### config.mk
export PLATFORM = sky130hd
export DESIGN_NAME = cla20_result_collector
export DESIGN_NICKNAME = d
export VERILOG_FILES = /design/src/rtl/cla20_result_collector.sv
export SDC_FILE = /design/constraint.sdc
export NUM_CORES = 1
export LEC_CHECK = 0
export ABC_AREA = 1
export BUFFER_PORTS_ARGS = -buffer_cell sky130_fd_sc_hd__buf_4
export CORE_ASPECT_RATIO = 1.4
export CORE_MARGIN = 5
export CORE_UTILIZATION = 27
export CTS_CLUSTER_SIZE = 16
export DETAILED_ROUTE_END_ITERATION = 6
export GPL_TIMING_DRIVEN = 0
export HOLD_SLACK_MARGIN = 0.1
export PLACE_DENSITY = 0.5
export SYNTH_ARGS = -nofsm -noshare
export SYNTH_HDL_FRONTEND = slang
export SYNTH_SLANG_ARGS = --single-unit
### constraint.sdc
create_clock -name clk -period 3 [get_ports clk]
set_input_delay 0.6 -clock clk [delete_from_list [all_inputs] [get_ports clk]]
set_output_delay 0.6 -clock clk [all_outputs]
set_load 0.01 [all_outputs]
### src/rtl/cla20_result_collector.sv
// Result collector for the 20-bit pipelined CLA adder.
// Tracks which adder outputs are real results with a valid delay line
// matched to the adder latency. Queues sum/carry pairs in a show-ahead
// FIFO. Throttles upstream issue with a credit counter so that every
// launched operation is guaranteed a FIFO slot.
module cla20_result_collector #(
    parameter int W       = 20,
    parameter int LATENCY = 7,
    parameter int DEPTH   = 8,
    parameter int CNT_W   = 4
) (
    input  logic             clk,
    input  logic             rst_n,
    input  logic             issue_valid,
    output logic             issue_ready,
    input  logic [W-1:0]     adder_s,
    input  logic             adder_cout,
    output logic             out_valid,
    input  logic             out_ready,
    output logic [W-1:0]     out_sum,
    output logic             out_cout,
    output logic [CNT_W-1:0] fifo_count,
    output logic             drop_err
);

    localparam int               PTR_W   = (DEPTH > 1) ? $clog2(DEPTH) : 1;
    localparam logic [CNT_W-1:0] DEPTH_C = CNT_W'(DEPTH);

    logic [LATENCY-1:0] vld_p;
    logic               tap;
    logic               acc;
    logic               push;
    logic               pop;
    logic               full;
    logic [PTR_W-1:0]   wr_ptr;
    logic [PTR_W-1:0]   rd_ptr;
    logic [CNT_W-1:0]   occ;
    logic [W:0]         mem [DEPTH];
    logic [W:0]         head;

    // Credits come from registered occupancy only, so out_ready never
    // reaches issue_ready combinationally; a pop frees its credit next cycle.
    assign issue_ready = (occ < DEPTH_C);
    assign acc         = issue_valid & issue_ready;

    // Tap aligns with the adder output of the op accepted LATENCY edges ago.
    assign tap  = vld_p[LATENCY-1];
    assign full = (fifo_count == DEPTH_C);
    // A push into a full FIFO cannot happen while credits are honoured;
    // if it ever does, the write is dropped and pointers stay put.
    assign push = tap & ~full;

    // Show-ahead head; data is masked to zero while the FIFO is empty.
    assign out_valid = (fifo_count != '0);
    assign pop       = out_valid & out_ready;
    assign head      = mem[rd_ptr];
    assign out_sum   = out_valid ? head[W-1:0] : '0;
    assign out_cout  = out_valid & head[W];

    // Valid delay line: one bit per adder stage, shifted every edge.
    always_ff @(posedge clk or negedge rst_n) begin
        if (!rst_n) begin
            vld_p <= '0;
        end else begin
            vld_p <= (vld_p << 1) | LATENCY'(acc);
        end
    end

    // Result storage: data path only, no reset needed.
    always_ff @(posedge clk) begin
        if (push) begin
            mem[wr_ptr] <= {adder_cout, adder_s};
        end
    end

    // FIFO pointers and stored-result count.
    always_ff @(posedge clk or negedge rst_n) begin
        if (!rst_n) begin
            wr_ptr     <= '0;
            rd_ptr     <= '0;
            fifo_count <= '0;
        end else begin
            if (push) begin
                wr_ptr <= wr_ptr + 1'b1;
            end
            if (pop) begin
                rd_ptr <= rd_ptr + 1'b1;
            end
            case ({push, pop})
                2'b10:   fifo_count <= fifo_count + 1'b1;
                2'b01:   fifo_count <= fifo_count - 1'b1;
                default: fifo_count <= fifo_count;
            endcase
        end
    end

    // Credit counter: in-flight ops plus stored results.
    always_ff @(posedge clk or negedge rst_n) begin
        if (!rst_n) begin
            occ <= '0;
        end else begin
            case ({acc, pop})
                2'b10:   occ <= occ + 1'b1;
                2'b01:   occ <= occ - 1'b1;
                default: occ <= occ;
            endcase
        end
    end

    // Sticky flag for issues offered while no credit was available.
    always_ff @(posedge clk or negedge rst_n) begin
        if (!rst_n) begin
            drop_err <= 1'b0;
        end else if (issue_valid && !issue_ready) begin
            drop_err <= 1'b1;
        end
    end

    ap_no_overflow_push: assert property (
        @(posedge clk) disable iff (!rst_n) !(tap && full)
    ) else $error("collector: result arrived with FIFO full");

    ap_occ_bound: assert property (
        @(posedge clk) disable iff (!rst_n) (occ <= DEPTH_C)
    ) else $error("collector: credit counter above DEPTH");

    ap_count_le_occ: assert property (
        @(posedge clk) disable iff (!rst_n) (fifo_count <= occ)
    ) else $error("collector: stored count exceeds credit count");

endmodule

==> metrics.md <==
| Metric | Value |
|---|---|
| Status | `complete, no violations` |
| Critical path arrival | `~2200 ps` |
| Clk sinks | `190` |
| Initial Utilization | `0.2743` |
| Most common cell on crit path | `nor2_1` |
| Post-cts gate resize count | `0` |
| Setup repair after global routing missed its margin | `no` |
| Share of layout cells above drive strength 1 | `0.2238` |
| P_int | `6.045 mW` |
| Filler cell count | `2,878` |
| Hold endpoint | `vld_p[4]` |
| Slew @ Worst Pin | `861.6 ps` |
| Layout Skew | `approximately 15 ps` |
| Critical path's top delay family | `buffers and inverters` |
| Compound-gate portion of the synthesized area | `0.1036` |
| Vias in the first global route | `approximately 5k` |
| Flops & latches, synth | `190` |
| GPL Wtd Cong | `0.7473` |
| Leakage | `around 3.4 nW` |
| CTS H-Tree Depth | `4` |
| FF-to-FF setup slack | `approximately 580 ps` |
| Syn Inst Count | `625` |
| Post-synth EDFFs | `between 150 and 200` |
| Area delta synth->final | `21.27%` |
| First-pass GRT wire length | `29,780 microns` |
| Post-place instance area | `0.008848 sq mm` |
| Crit path from | `rd_ptr[1]` |
| Fmax | `360.3 MHz` |
| Largest fanout on the critical path | `10` |
| Net Sw Power | `about 3.7 mW` |
| Hold WC Path Type | `register to register` |
| Mapped Area | `between 0.007 and 0.008 sq mm` |
| Clock power frac | `0.242` |
| Via density | `between 4 and 5` |
| WS Path Type | `register to output port` |
| Die Span X | `approximately 150 microns` |
| Clk buf depth | `2` |
| Post-route ant nets | `0` |
| DR iter-0 viols | `315` |
| Slew Limit Fails | `0` |
| Rel. slew slack | `0.4250` |
| Synth area leader | `edfxtp_1` |
| Io pins | `53` |
| DP HPWL | `roughly 13,000 microns` |
| Gr usage total | `0.1229` |
| Antenna violations before repair | `0` |
| # port buffers | `52` |
| Chip height | `~210 microns` |
| Clock Pin Slew Worst Setup and Hold Paths | `70 ps` |
| Remaining global-route overflow | `0` |
| Startpoint types | `register` |
| Reg2Reg Depth | `12` |
| Worst-path cell chain | `buf_6, clkinv_2, clkbuf_1, o21ai_0, o22ai_1, nor2_1, nor2_1, buf_4` |
| TritonCTS buffer count | `17` |
| Area of the multi-input gates | `between 0.0015 and 0.002 sq mm` |
| Crit. End Element | `output port` |
| Max VDD drop | `around 0.45 mV` |
| RR Startpoint | `fifo_count[1]` |
| Minimum clock period | `2776 ps` |
| Mux cell area share after synthesis | `0` |
| Most instantiated cells after synthesis | `168 x edfxtp_1, 143 x nor2_1, 60 x nand2_1` |
| Maxcap violations | `0` |
| Warnings, synthesis | `0` |
| Hold Path Stages | `0` |
| Slowest Stage Delay on Critical Path | `400 ps` |
| Gate power share | `0.406` |
| Rows | `73` |
| Routed WL | `just under 20,000 microns` |
| Seq pwr share | `0.352` |
| Share of the synthesized area in the top cell type | `0.6454` |
| Tot Pwr | `9.744 mW` |
| Final period utilization | `0.9252` |
| Syn avg cell area | `12.51 sq um` |
| Most frequent cell after synthesis | `edfxtp_1` |
| Largest cells by area after synthesis | `edfxtp_1 65%, dfrtp_1 7.0%, nor2_1 6.9%` |
| Later-pin clock latency in the skew report | `440 ps` |
| DR DRC count | `0` |
| Place WS | `569.6 ps` |
| Vias | `roughly 4.9k` |
| Required time of the critical path | `~2400 ps` |
| Slack of the critical path | `about 220 ps` |
| Core Footprint | `0.02850 sq mm` |
| RR Endpoint | `occ[2]` |
| Main combinational cell family by area after synthesis | `simple AND/OR/NAND/NOR gates` |
| Mapped Nets | `658` |
| Routed wire per std cell | `around 18 microns` |
| Clk root buf | `clkbuf_16` |
| Die area | `0.03250 sq mm` |
| Largest net degree at the start of global routing | `23` |
| Synth Flop Type | `edfxtp_1` |
| Post-route cell area | `0.009479 sq mm` |
| Nets@finish | `around 740` |
| # setup viols final | `0` |
| Sequential fraction of the synthesis area | `0.7159` |
| First-pass detailed-route iteration total | `4` |
| Simple-Gate Fraction of Synth Area | `0.1204` |
| ANT cells | `0` |
| FFs w/ async S/R, synth | `0.1158` |
| Hold Startpoint | `vld_p[3]` |
| Bufs and invs on worst path | `4` |
| Xor/xnor share of the synthesized area | `0.007844` |
| Register Area | `0.005595 sq mm` |
| Count of different cell masters after synthesis | `29` |
| Post-synthesis adder-cell area fraction | `0.01281` |
| Max stage delay cell, worst path | `dfrtp_1` |
| Sw frac | `0.3797` |
| PD cells | `1028 mW/mm^2` |
| Hold Vio Cnt, Final | `0` |
| CTS tree | `done` |
per-layer routing:
| metal | vias to the layer above | part of all wire | GRT usage | routed length (microns) |
|---|---|---|---|---|
| li1 | 2368 | - | - | - |
| met1 | 2400 | 0.42 | 0.1450 | 8206 |
| met2 | 77 | 0.53 | 0.2217 | 10390 |
| met3 | 23 | 0.034 | 0.02311 | 667 |
| met4 | 0 | 0.016 | 0.04631 | 321 |
| met5 | - | 0 | 0 | 0 |
registers in the layout (all words and copies together) (netlist names):
signal      count
vld_p           7
occ             4
fifo_count      4
wr_ptr          3
rd_ptr          3
drop_err        1
mem           168
how the worst max path moves through the flow:
stage / to / slack, ps / depth (start not counted)
finish: out_sum[11] / 220 / 8
global route: out_sum[15] / 40 / 8
CTS: out_sum[9] / 160 / 8
detailed placement: occ[2] / 570 / 12
global placement: mem[6][6] / -350 / 5
floorplan: mem[0][0] / 680 / 5
power groups by stage:
stage	sequential [mW]	clock, mW	combinational (mW)
finish	3.43	2.36	3.95
global route	3.48	2.51	4.42
global placement	3.50	0	3.91
floorplan	3.47	0	2.40
CTS	3.44	2.42	4.06
detailed placement	3.50	0	4.04
repair_timing:
item,4_1_cts,5_1_grt
endpoints found under the hold margin,22,0
hold buffers,1,0
buffers inserted,0,0
stage by stage:
stage / util / cells / hold slack (ps) / setup TNS (ps)
after floorplan: - / 625 / 304.4 / 0
after global placement: 0.3044 / 1052 / 335.3 / -38020
after detailed placement: 0.3105 / 1057 / 334.7 / 0
after CTS: 0.3326 / 1090 / 343.5 / 0
after global routing: 0.3326 / 1090 / 358.9 / 0
final: 0.3326 / 1090 / 343.8 / 0
logic make-up after synthesis:
family | Yosys count
flip-flops | 190
AO/OA/AOI/OAI | 135
AND/OR/NAND/NOR | 233
XOR/XNOR | 7
adder cells (fa/ha/maj) | 8
buffers and inverters | 52
area by class of cell:
| cell class | instances | share of cell area |
|---|---|---|
| sequential | 190 | 0.5903 |
| tap | 375 | 0.04950 |
| clock buffer | 17 | 0.04488 |
| clock inverter | 15 | 0.02059 |
| inverter | 18 | 0.007260 |
| buffer | 34 | 0.02534 |
| timing repair buffer | 58 | 0.05676 |
| multi-input combinational | 383 | 0.2054 |
cell usage in the layout (no fill, tap or decap), drive strengths merged:
cell,Yosys,routed
or2,3,3
xor2,2,2
o22ai,21,21
nor2,163,163
a31oi,2,2
a21oi,2,2
ha,8,8
dlygate4sd3,0,1
bufinv,0,2
xnor2,5,5
dfrtp,22,22
o21ai,88,88
edfxtp,168,168
clkbuf,9,26
buf,25,82
nand3,7,7
inv,17,24
nand2,60,60
a21o,1,1
o211ai,21,21
clkinv,1,7
Power figures use the tool's default switching activity.
